===== config.mk =====
export PLATFORM = sky130hd
export DESIGN_NAME = alu_seq
export DESIGN_NICKNAME = d
export VERILOG_FILES = /design/src/rtl/alu_pkg.sv /design/src/rtl/seq_multiplier.sv /design/src/rtl/alu_seq.sv
export SDC_FILE = /design/constraint.sdc
export NUM_CORES = 1
export LEC_CHECK = 0
export CAP_MARGIN = 20
export CORE_MARGIN = 2
export CORE_UTILIZATION = 25
export CTS_BUF_LIST = sky130_fd_sc_hd__clkbuf_4
export CTS_CLUSTER_SIZE = 16
export DETAILED_ROUTE_END_ITERATION = 10
export HOLD_SLACK_MARGIN = 0.03
export PLACE_DENSITY = 0.38
export SLEW_MARGIN = 20
export SYNTH_ARGS = -nofsm -noshare
export SYNTH_HDL_FRONTEND = slang
export SYNTH_SLANG_ARGS = --single-unit

===== constraint.sdc =====
create_clock -name clk -period 3.54 [get_ports clk]
set_input_delay 1.062 -clock clk [delete_from_list [all_inputs] [get_ports clk]]
set_output_delay 1.062 -clock clk [all_outputs]
set_load 0.02 [all_outputs]

===== src/rtl/alu_pkg.sv =====
// Shared opcodes, PSR bit positions and control-state encoding for alu_seq.
package alu_pkg;

   localparam logic [3:0] OP_AND  = 4'b0001;
   localparam logic [3:0] OP_OR   = 4'b0010;
   localparam logic [3:0] OP_XOR  = 4'b0011;
   localparam logic [3:0] OP_LSH  = 4'b0100;
   localparam logic [3:0] OP_ADD  = 4'b0101;
   localparam logic [3:0] OP_ADDC = 4'b0111;
   localparam logic [3:0] OP_SUB  = 4'b1001;
   localparam logic [3:0] OP_CMP  = 4'b1011;
   localparam logic [3:0] OP_MOV  = 4'b1101;
   localparam logic [3:0] OP_MUL  = 4'b1110;

   localparam int unsigned PSR_L = 0;
   localparam int unsigned PSR_N = 1;
   localparam int unsigned PSR_F = 2;
   localparam int unsigned PSR_C = 3;
   localparam int unsigned PSR_Z = 4;

   typedef enum logic [1:0] {IDLE, EXEC, MULT} state_t;

endpackage


===== src/rtl/seq_multiplier.sv =====
// Iterative unsigned shift-add multiplier, one multiplier bit per cycle.
// product carries the final accumulation combinationally so it is valid in the
// same cycle mul_done is high.
module seq_multiplier
   import alu_pkg::*;
#(
   parameter int unsigned WIDTH      = 16,
   parameter int unsigned MUL_CYCLES = WIDTH
) (
   input  logic             clk,
   input  logic             reset,
   input  logic             go,
   input  logic [WIDTH-1:0] a,
   input  logic [WIDTH-1:0] b,
   output logic [WIDTH-1:0] product,
   output logic             mul_done
);

   localparam int unsigned CNT_W = $clog2(MUL_CYCLES + 1);

   logic [WIDTH-1:0] mcand_q, mplier_q, acc_q;
   logic [CNT_W-1:0] cnt_q;
   logic             run_q;
   logic [WIDTH-1:0] acc_next;

   // Accumulate the shifted multiplicand when the current multiplier bit is set.
   always_comb begin
      acc_next = acc_q;
      if (mplier_q[0]) acc_next = acc_q + mcand_q;
   end

   assign product  = acc_next;
   assign mul_done = run_q && (cnt_q == CNT_W'(1));

   // Shift/accumulate registers and iteration counter.
   always_ff @(posedge clk) begin
      if (reset) begin
         mcand_q  <= '0;
         mplier_q <= '0;
         acc_q    <= '0;
         cnt_q    <= '0;
         run_q    <= 1'b0;
      end else if (go) begin
         mcand_q  <= a;
         mplier_q <= b;
         acc_q    <= '0;
         cnt_q    <= CNT_W'(MUL_CYCLES);
         run_q    <= 1'b1;
      end else if (run_q) begin
         acc_q    <= acc_next;
         mcand_q  <= mcand_q << 1;
         mplier_q <= mplier_q >> 1;
         cnt_q    <= cnt_q - CNT_W'(1);
         if (mul_done) run_q <= 1'b0;
      end
   end

endmodule


===== src/rtl/alu_seq.sv =====
// Sequential ALU with internal PSR. Single-cycle ops complete one cycle after
// accept; MUL runs on seq_multiplier with busy held until the result lands.
module alu_seq
   import alu_pkg::*;
#(
   parameter int unsigned WIDTH      = 16,
   parameter int unsigned SHAMT_W    = 5,
   parameter int unsigned MUL_CYCLES = WIDTH
) (
   input  logic             clk,
   input  logic             reset,
   input  logic             start,
   input  logic [WIDTH-1:0] a,
   input  logic [WIDTH-1:0] b,
   input  logic [3:0]       alucont,
   output logic             busy,
   output logic             done,
   output logic [WIDTH-1:0] result,
   output logic [7:0]       psr
);

   state_t           state_q, state_d;
   logic [WIDTH-1:0] a_q, b_q;
   logic [3:0]       op_q;
   logic [WIDTH-1:0] result_q, result_d;
   logic [7:0]       psr_q, psr_d;
   logic             done_q, done_d;

   logic             accept, mul_go, mul_done;
   logic [WIDTH-1:0] product;

   logic             cin;
   logic [WIDTH:0]   sum, diff;
   logic [SHAMT_W-1:0] sh;
   logic [SHAMT_W:0]   mag;
   logic [WIDTH-1:0]   shift_res;

   assign accept = (state_q == IDLE) && start;
   assign mul_go = accept && (alucont == OP_MUL);

   seq_multiplier #(
      .WIDTH      (WIDTH),
      .MUL_CYCLES (MUL_CYCLES)
   ) u_mul (
      .clk      (clk),
      .reset    (reset),
      .go       (mul_go),
      .a        (a),
      .b        (b),
      .product  (product),
      .mul_done (mul_done)
   );

   // Control state register.
   always_ff @(posedge clk) begin
      if (reset) state_q <= IDLE;
      else       state_q <= state_d;
   end

   // Next-state: start is only honoured in IDLE, never queued.
   always_comb begin
      state_d = state_q;
      unique case (state_q)
         IDLE:    if (start) state_d = (alucont == OP_MUL) ? MULT : EXEC;
         EXEC:    state_d = IDLE;
         MULT:    if (mul_done) state_d = IDLE;
         default: state_d = IDLE;
      endcase
   end

   // FSM outputs.
   always_comb begin
      busy = (state_q == MULT);
   end

   assign done   = done_q;
   assign result = result_q;
   assign psr    = psr_q;

   // Arithmetic and shift datapath on the latched operands.
   always_comb begin
      cin  = (op_q == OP_ADDC) && psr_q[PSR_C];
      sum  = {1'b0, a_q} + {1'b0, b_q} + {{WIDTH{1'b0}}, cin};
      diff = {1'b0, a_q} - {1'b0, b_q};
      sh   = b_q[SHAMT_W-1:0];
      // Magnitude is one bit wider so the most negative amount does not wrap.
      if (sh[SHAMT_W-1]) mag = {1'b0, ~sh} + {{SHAMT_W{1'b0}}, 1'b1};
      else               mag = {1'b0, sh};
      // Shifts by WIDTH or more naturally yield zero.
      if (sh[SHAMT_W-1]) shift_res = a_q >> mag;
      else               shift_res = a_q << mag;
   end

   // Result/PSR next-state; flags not touched by an op hold their value.
   always_comb begin
      result_d = result_q;
      psr_d    = psr_q;
      done_d   = 1'b0;
      if (state_q == EXEC) begin
         done_d = 1'b1;
         case (op_q)
            OP_AND: result_d = a_q & b_q;
            OP_OR:  result_d = a_q | b_q;
            OP_XOR: result_d = a_q ^ b_q;
            OP_MOV: result_d = b_q;
            OP_LSH: result_d = shift_res;
            OP_ADD, OP_ADDC: begin
               result_d     = sum[WIDTH-1:0];
               psr_d[PSR_C] = sum[WIDTH];
               psr_d[PSR_F] = (a_q[WIDTH-1] == b_q[WIDTH-1]) &&
                              (sum[WIDTH-1] != a_q[WIDTH-1]);
               psr_d[PSR_Z] = (sum[WIDTH-1:0] == '0);
               psr_d[PSR_N] = sum[WIDTH-1];
            end
            OP_SUB, OP_CMP: begin
               if (op_q == OP_SUB) result_d = diff[WIDTH-1:0];
               psr_d[PSR_C] = diff[WIDTH];
               psr_d[PSR_L] = diff[WIDTH];
               psr_d[PSR_F] = (a_q[WIDTH-1] != b_q[WIDTH-1]) &&
                              (diff[WIDTH-1] != a_q[WIDTH-1]);
               psr_d[PSR_Z] = (diff[WIDTH-1:0] == '0);
               psr_d[PSR_N] = diff[WIDTH-1];
            end
            default: result_d = sum[WIDTH-1:0];
         endcase
      end else if ((state_q == MULT) && mul_done) begin
         done_d       = 1'b1;
         result_d     = product;
         psr_d[PSR_Z] = (product == '0);
         psr_d[PSR_N] = product[WIDTH-1];
      end
      psr_d[7:5] = 3'b000;
   end

   // Operand latch on accept, plus result/PSR/done registers.
   always_ff @(posedge clk) begin
      if (reset) begin
         a_q      <= '0;
         b_q      <= '0;
         op_q     <= '0;
         result_q <= '0;
         psr_q    <= '0;
         done_q   <= 1'b0;
      end else begin
         if (accept) begin
            a_q  <= a;
            b_q  <= b;
            op_q <= alucont;
         end
         result_q <= result_d;
         psr_q    <= psr_d;
         done_q   <= done_d;
      end
   end

endmodule


==> impl_metrics.yaml <==
setup_path:
  startpoint_type: "register"
  critPathKind: "reg2reg"
  worstPathRequired_ns: 4.05
  crit_fanout: 4
  cp_data_arrival_time_ns: 3.87
  critPathCaptureType: "register"
power_and_ir_drop:
  ir_drop_mv: 0.160
  leakagePower_nw: 4.26
  p_per_area_nw_per_um2: 319
cells_and_area:
  register_area_sq_um: 2280
  final_cell_mix: "nand2_1 (140), nor2_1 (126), dfxtp_1 (113), a21oi_1 (101), buf_4 (72)"
  stdcell_area_sq_um: 11500
  multiInputGateArea_sq_um: 6870
  fillers: 4307
  final_common_cell: "nand2_1"
  drive_gt1_share_pct: 11.6
  syn2layout_area_growth_pct: 17.4
  fin_nets: 1399
timing:
  finalClockSkew_ns: 0.0304
  fin_crit_sh_pct: 95.0
  finalMaxSlewViolations: 0
  period_minus_slack_ns: 3.36
  maxSlewHeadroom_pct: 38.1
  hold_viol: 0
  timing.fmax_mhz: 297
  setup_tns_ns: 0
  worst_pin_slew_ns: 0.929
  setup_viol: 0
  rsz0062_at_grt: "no"
flow_run:
  cap_violations: 0
floorplanning:
  die_w_um: 202
  start_util_pct: 25.3
  die_area_sq_um: 40600
  pin_count: 65
  die_h_um: 202
  core_area_sq_um: 38600
  rows: 72
global_routing:
  antenna_found_initial: 1
  grt_pass1_vias: 9215
  grt_usage_pct: 19.7
  grt_max_degree: 77
  grt_pass1_wl_um: 60400
  overflow: 0
yosys:
  synth-async-reset-ratio_pct: 0
  synth_top_family_by_area: "compound AO/OA/AOI/OAI gates"
  synth_top_cell_area_share_pct: 23.4
  seq_area_frac_synth_pct: 23.4
  yosys.cell_types.count: 94
  syn_inst: 1226
  synth_compound_area_share_pct: 24.7
  synthAdderAreaFrac_pct: 9.29
  synthXorXnorAreaFrac_pct: 3.58
  synth_flop_cell: "dfxtp_1"
  synth_edf_count: 0
  ys_warn_count: 0
  yosys-mux-area-fraction_pct: 13.0
  syn-cell-area_sq_um: 9750
  synth_top_area_cell: "dfxtp_1"
  syn_avg_cell_area_sq_um: 7.95
  synthSimpleGateAreaFrac_pct: 19.8
  synthTopCellsByArea: "dfxtp_1 (23%), ha_1 (8.5%), mux2i_1 (7.2%), nand2_1 (5.4%), a21oi_1 (5.2%)"
  synth_seq_cells: 114
drt:
  drcViolationCount: 0
  drt_iter0_drc: 829
  wirelength_um: 40300
  first_pass_iters: 5
  vias_per_cell: 5.27
  wire_per_inst_um: 22.1
  vias: 9589
  ant_nets: 0
min_path:
  min_path_type: "reg2reg"
clock_tree:
  post_cts_resized: 0
  cts_buffers: 17
  clock_path_buffers: 2
  cts_htree_levels: 4
  post_cts_buffers: 0
  cts_sinks: 114
  postCtsHoldBufs: 0
  cts-root-buf: "clkbuf_4"
  cts_tree: "built"
  clk_pin_slew_ns: 0.12
  clkLatencyLatePin_ns: 0.56
outcome:
  status: "complete, no violations"
placed_design:
  place_area_sq_um: 11200
  place.port_buffers: 61
  hpwl_um: 31400
  gp_congestion: 0.911
-- cell families after synthesis --
kind of cell	after synthesis
compound gates	352
xor+xnor	36
fa+ha+maj	70
buf+inv	142
flops	114
mux	98
other cells	1
simple gates	413
-- per-stage QoR --
step	setup WS (ns)	cells	hold slack (ns)	utilization, %	total power [mW]
2_1_floorplan	0.398	1228	0.462	-	2.16
3_3_place_gp	0.242	1789	0.445	29.0	2.62
3_5_place_dp	0.244	1789	0.453	29.0	2.61
4_1_cts	0.210	1819	0.469	29.7	3.68
5_1_grt	0.0171	1820	0.504	29.7	3.85
6_report	0.177	1820	0.466	29.7	3.65
-- power by group --
| part | total (mW) | switching, mW | internal, mW |
|---|---|---|---|
| combinational | 1.21 | 0.746 | 0.462 |
| sequential | 1.38 | 0.0507 | 1.33 |
| clock | 1.06 | 0.588 | 0.471 |
-- path summary, 6_finish.rpt --
path / endpoint / start / slack (ns) / cells after the start
max: result[14] / op_q[3] / 0.18 / 13
min reg2reg: psr[0] / psr[0] / 0.47 / 2
min: psr[0] / psr[0] / 0.47 / 2
max reg2reg: result[14] / op_q[3] / 0.18 / 13
-- worst max-delay path: stages (launching register included) --
cell	delay, ns
dfxtp_1	0.33
nand2b_1	0.17
nor2_1	0.27
fa_1	0.26
inv_1	0.06
fa_1	0.44
nand2b_1	0.20
a211oi_2	0.22
o21ai_1	0.16
o31a_1	0.34
nor4b_1	0.16
or3_1	0.36
o221ai_1	0.18
a31o_1	0.16
-- synth_stat cells (5+ instances only) --
master	number
a21oi_1	101
o2111ai_1	16
nor4_1	8
o21bai_1	5
mux2_2	5
clkbuf_1	57
buf_4	6
nor2b_1	13
ha_1	66
nand2b_1	11
dfxtp_1	114
o21ai_1	7
o22ai_1	5
nor3_1	30
xor2_1	13
and2_1	7
o211ai_1	6
buf_2	11
nor4b_1	5
nor2_1	126
xnor2_1	20
a31oi_1	10
a211o_1	5
a211oi_1	55
nand3b_1	6
buf_6	5
a21o_1	8
o21ai_0	51
or3_1	8
and3_1	9
buf_1	12
nand3_1	24
o31ai_1	6
inv_1	46
mux4_2	21
mux2i_1	70
a221oi_1	8
o21a_1	9
a22oi_1	12
nand2_1	141
-- registers in the layout, indices dropped and copies added, names as in the netlist, 5 cells and up --
| name | flops |
|---|---|
| a_q | 16 |
| u_mul.cnt_q | 5 |
| u_mul.acc_q | 16 |
| u_mul.mcand_q | 16 |
| result | 16 |
| b_q | 16 |
| u_mul.mplier_q | 16 |
| psr | 5 |
-- routing by layer --
layer / wire, um / part of all wire (%) / GRT usage (%)
met1: 20500 / 51 / 29.7
met3: 1850 / 4.6 / 2.93
met2: 16700 / 42 / 28.3
met4: 1210 / 3.0 / 6.46
met5: 0 / 0 / 0
-- area by class of cell --
class	count	area share, %
multi-input cells	972	60.0
diodes	1	0.0219
clock inverters	13	1.27
inverters	51	1.67
well taps	518	5.66
repair buffers	134	10.3
flip-flops and latches	114	19.9
clock buffers	17	1.11
(Power assumes the default switching activity.)
